===== config.mk =====
export PLATFORM = sky130hd
export DESIGN_NAME = ika87ad_opfetch
export DESIGN_NICKNAME = d
export VERILOG_FILES = /design/src/rtl/ika87ad_opfetch.sv
export SDC_FILE = /design/constraint.sdc
export NUM_CORES = 1
export LEC_CHECK = 0
export ABC_CLOCK_PERIOD_IN_PS = 2840
export BUFFER_PORTS_ARGS = -buffer_cell sky130_fd_sc_hd__buf_2
export CAP_MARGIN = 20
export CORE_AREA = 2 2 45 47
export DETAILED_ROUTE_END_ITERATION = 12
export DIE_AREA = 0 0 47 49
export GPL_TIMING_DRIVEN = 0
export PLACE_DENSITY = 0.73
export SLEW_MARGIN = 5
export SYNTH_ARGS = -nofsm -noshare
export SYNTH_HDL_FRONTEND = slang
export SYNTH_SLANG_ARGS = --single-unit

===== constraint.sdc =====
create_clock -name i_EMUCLK -period 2.84 [get_ports i_EMUCLK]
set_input_delay 0.284 -clock i_EMUCLK [delete_from_list [all_inputs] [get_ports i_EMUCLK]]
set_output_delay 0.284 -clock i_EMUCLK [all_outputs]
set_load 0.01 [all_outputs]

===== src/rtl/ika87ad_opfetch.sv =====
// Opcode fetch front-end: bus fetch with one-level prefix paging, skip tagging and
// optional interrupt-opcode injection (enabled by defining IKA87AD_OPFETCH_IRQ_INJECT_EN).
module ika87ad_opfetch (
    input  logic       i_EMUCLK,
    input  logic       i_RESET_n,
    input  logic       i_MCUCLK_PCEN,
    input  logic       i_FETCH_REQ,
    output logic       o_BUS_RD,
    input  logic [7:0] i_BUS_DATA,
    input  logic       i_BUS_VALID,
    output logic       o_PC_INC,
    input  logic       i_SKIP,
    output logic       o_SKIP_CLR,
    input  logic       i_IRQ_PEND,
    output logic       o_IRQ_ACK,
    output logic [7:0] o_OPCODE,
    output logic [2:0] o_OPCODE_PAGE,
    output logic       o_OP_SKIPPED,
    output logic       o_OP_VALID,
    input  logic       i_OP_ACK
);
    localparam logic [7:0] IRQ_OPCODE = 8'h73;

    typedef enum logic [1:0] {IDLE, FETCH1, FETCH2, HOLD} state_t;

    state_t     state, state_nxt;
    logic [7:0] opcode, opcode_nxt;
    logic [2:0] page, page_nxt;
    logic       skipped, skipped_nxt;
    logic       injected, injected_nxt;
    logic       start, byte_take, ack_take, pc_inc;
    logic [2:0] page_in;

    function automatic logic [2:0] prefix_page(input logic [7:0] b);
        case (b)
            8'h48:   return 3'd1;
            8'h60:   return 3'd2;
            8'h64:   return 3'd3;
            8'h70:   return 3'd4;
            8'h74:   return 3'd5;
            default: return 3'd0;
        endcase
    endfunction

    assign page_in   = prefix_page(i_BUS_DATA);
    assign byte_take = i_MCUCLK_PCEN & i_BUS_VALID;
    assign ack_take  = i_MCUCLK_PCEN & i_OP_ACK & (state == HOLD);

    always_comb begin
        state_nxt    = state;
        opcode_nxt   = opcode;
        page_nxt     = page;
        skipped_nxt  = skipped;
        injected_nxt = injected;
        pc_inc       = 1'b0;
        start        = 1'b0;
        case (state)
            IDLE: start = i_MCUCLK_PCEN & i_FETCH_REQ;
            FETCH1: begin
                if (byte_take) begin
                    pc_inc = 1'b1;
                    if (page_in != 3'd0) begin
                        page_nxt  = page_in;
                        state_nxt = FETCH2;
                    end else begin
                        opcode_nxt = i_BUS_DATA;
                        page_nxt   = 3'd0;
                        state_nxt  = HOLD;
                    end
                end
            end
            // Second byte is always the opcode, even if it looks like a prefix.
            FETCH2: begin
                if (byte_take) begin
                    pc_inc     = 1'b1;
                    opcode_nxt = i_BUS_DATA;
                    state_nxt  = HOLD;
                end
            end
            HOLD: begin
                if (ack_take) begin
                    state_nxt = IDLE;
                    start     = i_FETCH_REQ;
                end
            end
            default: state_nxt = IDLE;
        endcase

        if (start) begin
            skipped_nxt  = i_SKIP;
            injected_nxt = 1'b0;
            state_nxt    = FETCH1;
`ifdef IKA87AD_OPFETCH_IRQ_INJECT_EN
            // A pending skip wins: the skipped instruction is fetched before any injection.
            if (i_IRQ_PEND && !i_SKIP) begin
                injected_nxt = 1'b1;
                opcode_nxt   = IRQ_OPCODE;
                page_nxt     = 3'd0;
                state_nxt    = HOLD;
            end
`endif
        end
    end

    always_ff @(posedge i_EMUCLK) begin
        if (!i_RESET_n) begin
            state    <= IDLE;
            opcode   <= 8'h00;
            page     <= 3'd0;
            skipped  <= 1'b0;
            injected <= 1'b0;
        end else if (i_MCUCLK_PCEN) begin
            state    <= state_nxt;
            opcode   <= opcode_nxt;
            page     <= page_nxt;
            skipped  <= skipped_nxt;
            injected <= injected_nxt;
        end
    end

    assign o_BUS_RD      = (state == FETCH1) | (state == FETCH2);
    assign o_PC_INC      = i_RESET_n & pc_inc;
    assign o_SKIP_CLR    = i_RESET_n & ack_take & skipped;
    assign o_OPCODE      = opcode;
    assign o_OPCODE_PAGE = page;
    assign o_OP_SKIPPED  = skipped;
    assign o_OP_VALID    = (state == HOLD);

`ifdef IKA87AD_OPFETCH_IRQ_INJECT_EN
    assign o_IRQ_ACK = i_RESET_n & ack_take & injected;
`else
    logic unused_irq;
    assign unused_irq = i_IRQ_PEND ^ injected;
    assign o_IRQ_ACK  = 1'b0;
`endif

endmodule


* After elaboration in Yosys (flattened, before gate mapping)
Index checks and enable logic that the tools add are counted.
** Cells by class
- Reductions and logical operators :: 9
- Muxes and demuxes :: 16
- Equality and inequality tests :: 14
- Bitwise operators :: 8
** Operators by type and width (number)
- $eq 8x7->1 const B :: 5
- $mux 8 :: 3
- $pmux 8 s2 :: 1
- $pmux 3 s5 :: 1
- $reduce_and 5->1 :: 2
- $mux 2 :: 4
- $and 1x1->1 :: 7
- $ne 2x2->1 const B :: 3
- $ne 3x3->1 const B :: 2
- $pmux 2 s3 :: 1
- $eq 2x2->1 const B :: 2
- $mux 1 :: 4
- $reduce_bool 4->1 :: 1
- $mux 3 :: 1
- $ne 3x1->1 const B :: 1
- $reduce_and 3->1 :: 1
- $reduce_bool 3->1 :: 1
- $eq 2x1->1 const B :: 1
- $logic_not 2->1 :: 1
- $pmux 1 s2 :: 1
- $reduce_and 2->1 :: 1
- $reduce_bool 2->1 :: 1
- $reduce_or 2->1 :: 1
- $or 1x1->1 :: 1
** Storage, ports and cells
- Output and inout bits :: 17
- Word-level logic and storage cells :: 51
- Register bits :: 14

* Depth between registers and ports, before layout
- Depth in word-level cells :: 7
- Gate-level depth with buffers :: 6
- Gate-level depth less buffers :: 6

* Least setup slack after synthesis
Ideal clock, no wire load.
- Path kind :: register to register
- Start :: register state[0]
- End :: register state[0]
- Arrival time :: 1.388 ns
- Slack :: 1.336 ns
- Cell stages (with the launch flop) :: 7
- Cell sequence :: dfxtp_1 inv_1 ha_1 inv_2 o2111a_1 a21boi_1 o211a_1
** On the way
- Longest elaborated chain between the ends :: 6
- Elaborated cells between the ends (all ways) :: 14
** Ends and longest elaborated chain
- start: declaration :: RTL line 26 : state_t state, state_nxt;
- start signal: assignment :: RTL line 113 : state <= state_nxt;
- $eq 2x2->1 :: RTL line 47, 57
- $and 1x1->1 :: RTL line 47 : assign ack_take = i_MCUCLK_PCEN & i_OP_ACK & (state == HOLD);
- $mux 1 :: RTL line 81 : if (ack_take) begin
- $pmux 1 s2 :: RTL line 57 : case (state)
- $ne 3x3->1 (no line) (tied with other cells)
- $reduce_and 5->1 (no line)
Several ways; a longest one is shown, not always the timed one.
A chain may end at the register's enable or synchronous reset.

* Worst setup path in the final report
- Start :: register state[0]
- End :: output o_PC_INC
** On the way
- Longest elaborated chain between the ends :: 4
- Elaborated cells between the ends (all ways) :: 5
** Ends and longest elaborated chain
- $eq 2x1->1 or $eq 2x2->1 (tied branches) :: RTL line 57
- $reduce_or 2->1 (no line) (*)
- $mux 1 (*)
- $and 1x1->1 (*) :: RTL line 122 : assign o_PC_INC = i_RESET_n & pc_inc;
- end: declaration :: RTL line 11 : output logic o_PC_INC,
Mark *: on every way between the ends. The rest lies on a longest branch, timed or not.

==> results.cfg <==
[placement]
dp.cells = 142
hpwl_um = 1290
routabilityCongestion = 0.716
io_buffers = 30

[grt]
grt_max_degree = 11
grt_pass1_vias = 674
antenna_found_initial = 0
grtUsageTotal_pct = 15.9
grt-ovfl-total = 0
grt_pass1_wl_um = 2710

[final_layout]
syn_to_final_growth_pct = 28.2
drive_above_1_share_pct = 34.5
final_cells = 146
diodes = 0
fin_nets = 140

[critical_path]
rr_worst_depth = 6
cp-end-kind = primary output
cp_data_required_time_ns = 2.56
crit_fanout = 5
critPathKind = reg2out
r2r_start = state[1]
reg2reg_to = state[0]
crit_path_start_kind = flip-flop
cp.arrival_ns = 1.48
r2r_slack_ns = 1.20

[synth]
synthSimpleGateAreaFrac_pct = 24.6
muxShareOfSynthArea_pct = 11.5
synthXorXnorAreaFrac_pct = 0
post_synth_inst_count = 85
syn_avg_cell_area_sq_um = 9.20
syn_area_sq_um = 782
synth_warnings = 0
synth.top_cell.area_share_pct = 35.8
yosysTopAreaCell = dfxtp_1
syn-num-nets = 105
ys_ff_latch = 14
synth_adder_area_share_pct = 6.40
synth_cell_types = 31
synth-seq-area-share_pct = 35.8
synth-compound-area-share_pct = 17.8
synth_top_family_by_area = simple AND/OR/NAND/NOR gates
synth_area_leaders = dfxtp_1 36%, mux2i_1 12%, nand2_1 8.2%

[timing]
finalClockSkew_ns = 0.00422
fin_tns_setup_ns = 0
setup_viol = 0
timing.final.crit_share_pct = 61.9
hold_viol = 0
clock.fmax_mhz = 568
fin_crit_ns = 1.76
slew_violations = 0
rsz0062_at_grt = no

[cts]
cts_hold_buffers = 0
cts_root_buffer = clkbuf_4
cts_tree = built
clkTransAtPathRegs_ns = 0.09
worstSkewPairLatency_ns = 0.28
cts_resized = 0
cts-buffers-inserted = 3
htreeDepth = 1
clk_path_buf_depth = 2
clkSinkCount = 14
cts_setup_buffers = 0

[hold_path]
min_path_type = in2reg
whs_path_depth = 3
hold_start = i_SKIP
hold_end = o_OP_SKIPPED

[floorplan]
row_count = 16
die_x_um = 47
core_sq_um = 1840
chipHeight_um = 49
io-pin-count = 33
start_util_pct = 42.5
die_area_sq_um = 2300

[run_status]
status = finished, final reports clean

[detailed_routing]
remaining_drc_errors = 0
drtIter0Drc = 12
postRouteAntennaNets = 0
vias = 720
routed_wirelength_um = 1650
via_per_inst = 4.93
drt_first_pass_iters = 3
wl_per_cell_um = 11.3

[pwr]
max-vdd-ir-drop_uv = 323
p_leak_nw = 0.480
p_per_area_nw_per_um2 = 486

[flow_run]
max_cap_violations = 0
[per-stage QoR]
| stage | util, % | area [sq um] | hold WS, ns | setup WS, ns | power, mW |
|---|---|---|---|---|---|
| 6_report | 54.4 | 1000 | 0.256 | 1.08 | 0.487 |
| 5_1_grt | 54.4 | 1000 | 0.276 | 1.03 | 0.514 |
| 4_1_cts | 54.4 | 1000 | 0.255 | 1.08 | 0.492 |
| 3_5_place_dp | 52.4 | 966 | 0.454 | 1.24 | 0.347 |
| 3_3_place_gp | 52.4 | 966 | 0.441 | 1.26 | 0.344 |
| 2_1_floorplan | - | 782 | 0.405 | 1.34 | 0.304 |
[critical path, stage by stage (launching register included)]
cell and delay (ns):
dfxtp_1 0.42, inv_1 0.09, ha_1 0.33, inv_2 0.08, and4_1 0.16, buf_2 0.12
[report_power, final]
group | internal (mW) | total [mW] | leakage [nW] | switching, mW
combinational | 0.0531 | 0.124 | 0.345 | 0.0709
sequential | 0.209 | 0.220 | 0.114 | 0.0115
clock | 0.0780 | 0.142 | 0.0210 | 0.0644
[worst max path at each step]
stage | start | endpoint | slack (ns) | depth (start not counted)
CTS | state[0] | o_PC_INC | 1.08 | 5
finish | state[0] | o_PC_INC | 1.08 | 5
global placement | state[1] | state[0] | 1.26 | 6
detailed placement | state[1] | state[0] | 1.24 | 6
floorplan | state[0] | state[0] | 1.34 | 6
global route | state[0] | o_PC_INC | 1.03 | 5
[layer usage]
layer | global-route usage (%) | vias up | share of wire, %
li1 | - | 366 | -
met1 | 21.2 | 335 | 47
met3 | 3.33 | 4 | 3.6
met5 | 0 | - | 0
met2 | 24.7 | 15 | 48
met4 | 5.56 | 0 | 1.0
[synthesized netlist by cell type, drive strengths merged]
library cell,count
ha,4
o31ai,1
buf,1
a21oi,2
o2111ai,1
mux2i,9
nand2b,1
conb,1
clkbuf,2
nor2b,2
o211ai,1
o21ai,1
nor4b,2
nand3,5
and4,1
nand2,17
nand4,1
or4b,1
inv,3
a21boi,3
o211a,1
and2,3
dfxtp,14
o21bai,1
o2111a,1
a211oi,1
nor2,3
a32o,1
o21a,1
[cells in the final DEF (no fill, tap or decap), drive strengths merged, types with 2 or more instances in the layout]
master | netlist | layout
buf | 1 | 31
mux2i | 9 | 9
nand3 | 5 | 5
a21boi | 3 | 3
a21oi | 2 | 2
nor4b | 2 | 2
nand2 | 17 | 17
ha | 4 | 4
nor2b | 2 | 2
inv | 3 | 3
dfxtp | 14 | 14
and2 | 3 | 3
clkbuf | 2 | 6
nor2 | 3 | 3
[cell type report]
cell class,instances,area (sq um)
Fill cell,189,840
Multi-Input combinational cell,65,475
Sequential cell,14,280
Timing Repair Buffer,30,150
Clock buffer,4,36.3
Tap cell,27,33.8
Buffer,3,15.0
Inverter,3,11.3
[cell families (layout without fill, tap and decap cells)]
group | Yosys count | in the layout
and+or+nand+nor | 36 | 36
AOI/OAI and AO/OA | 15 | 15
DFF | 14 | 14
muxes | 9 | 9
buffers and inverters | 6 | 40
adders and majority gates | 4 | 4
other | 1 | 1
[flip-flops by register name, indices dropped and copies added, names as in the netlist]
signal,cells
o_OPCODE,8
o_OPCODE_PAGE,3
state,2
o_OP_SKIPPED,1
Note: power is estimated with default switching activity, not from simulation.
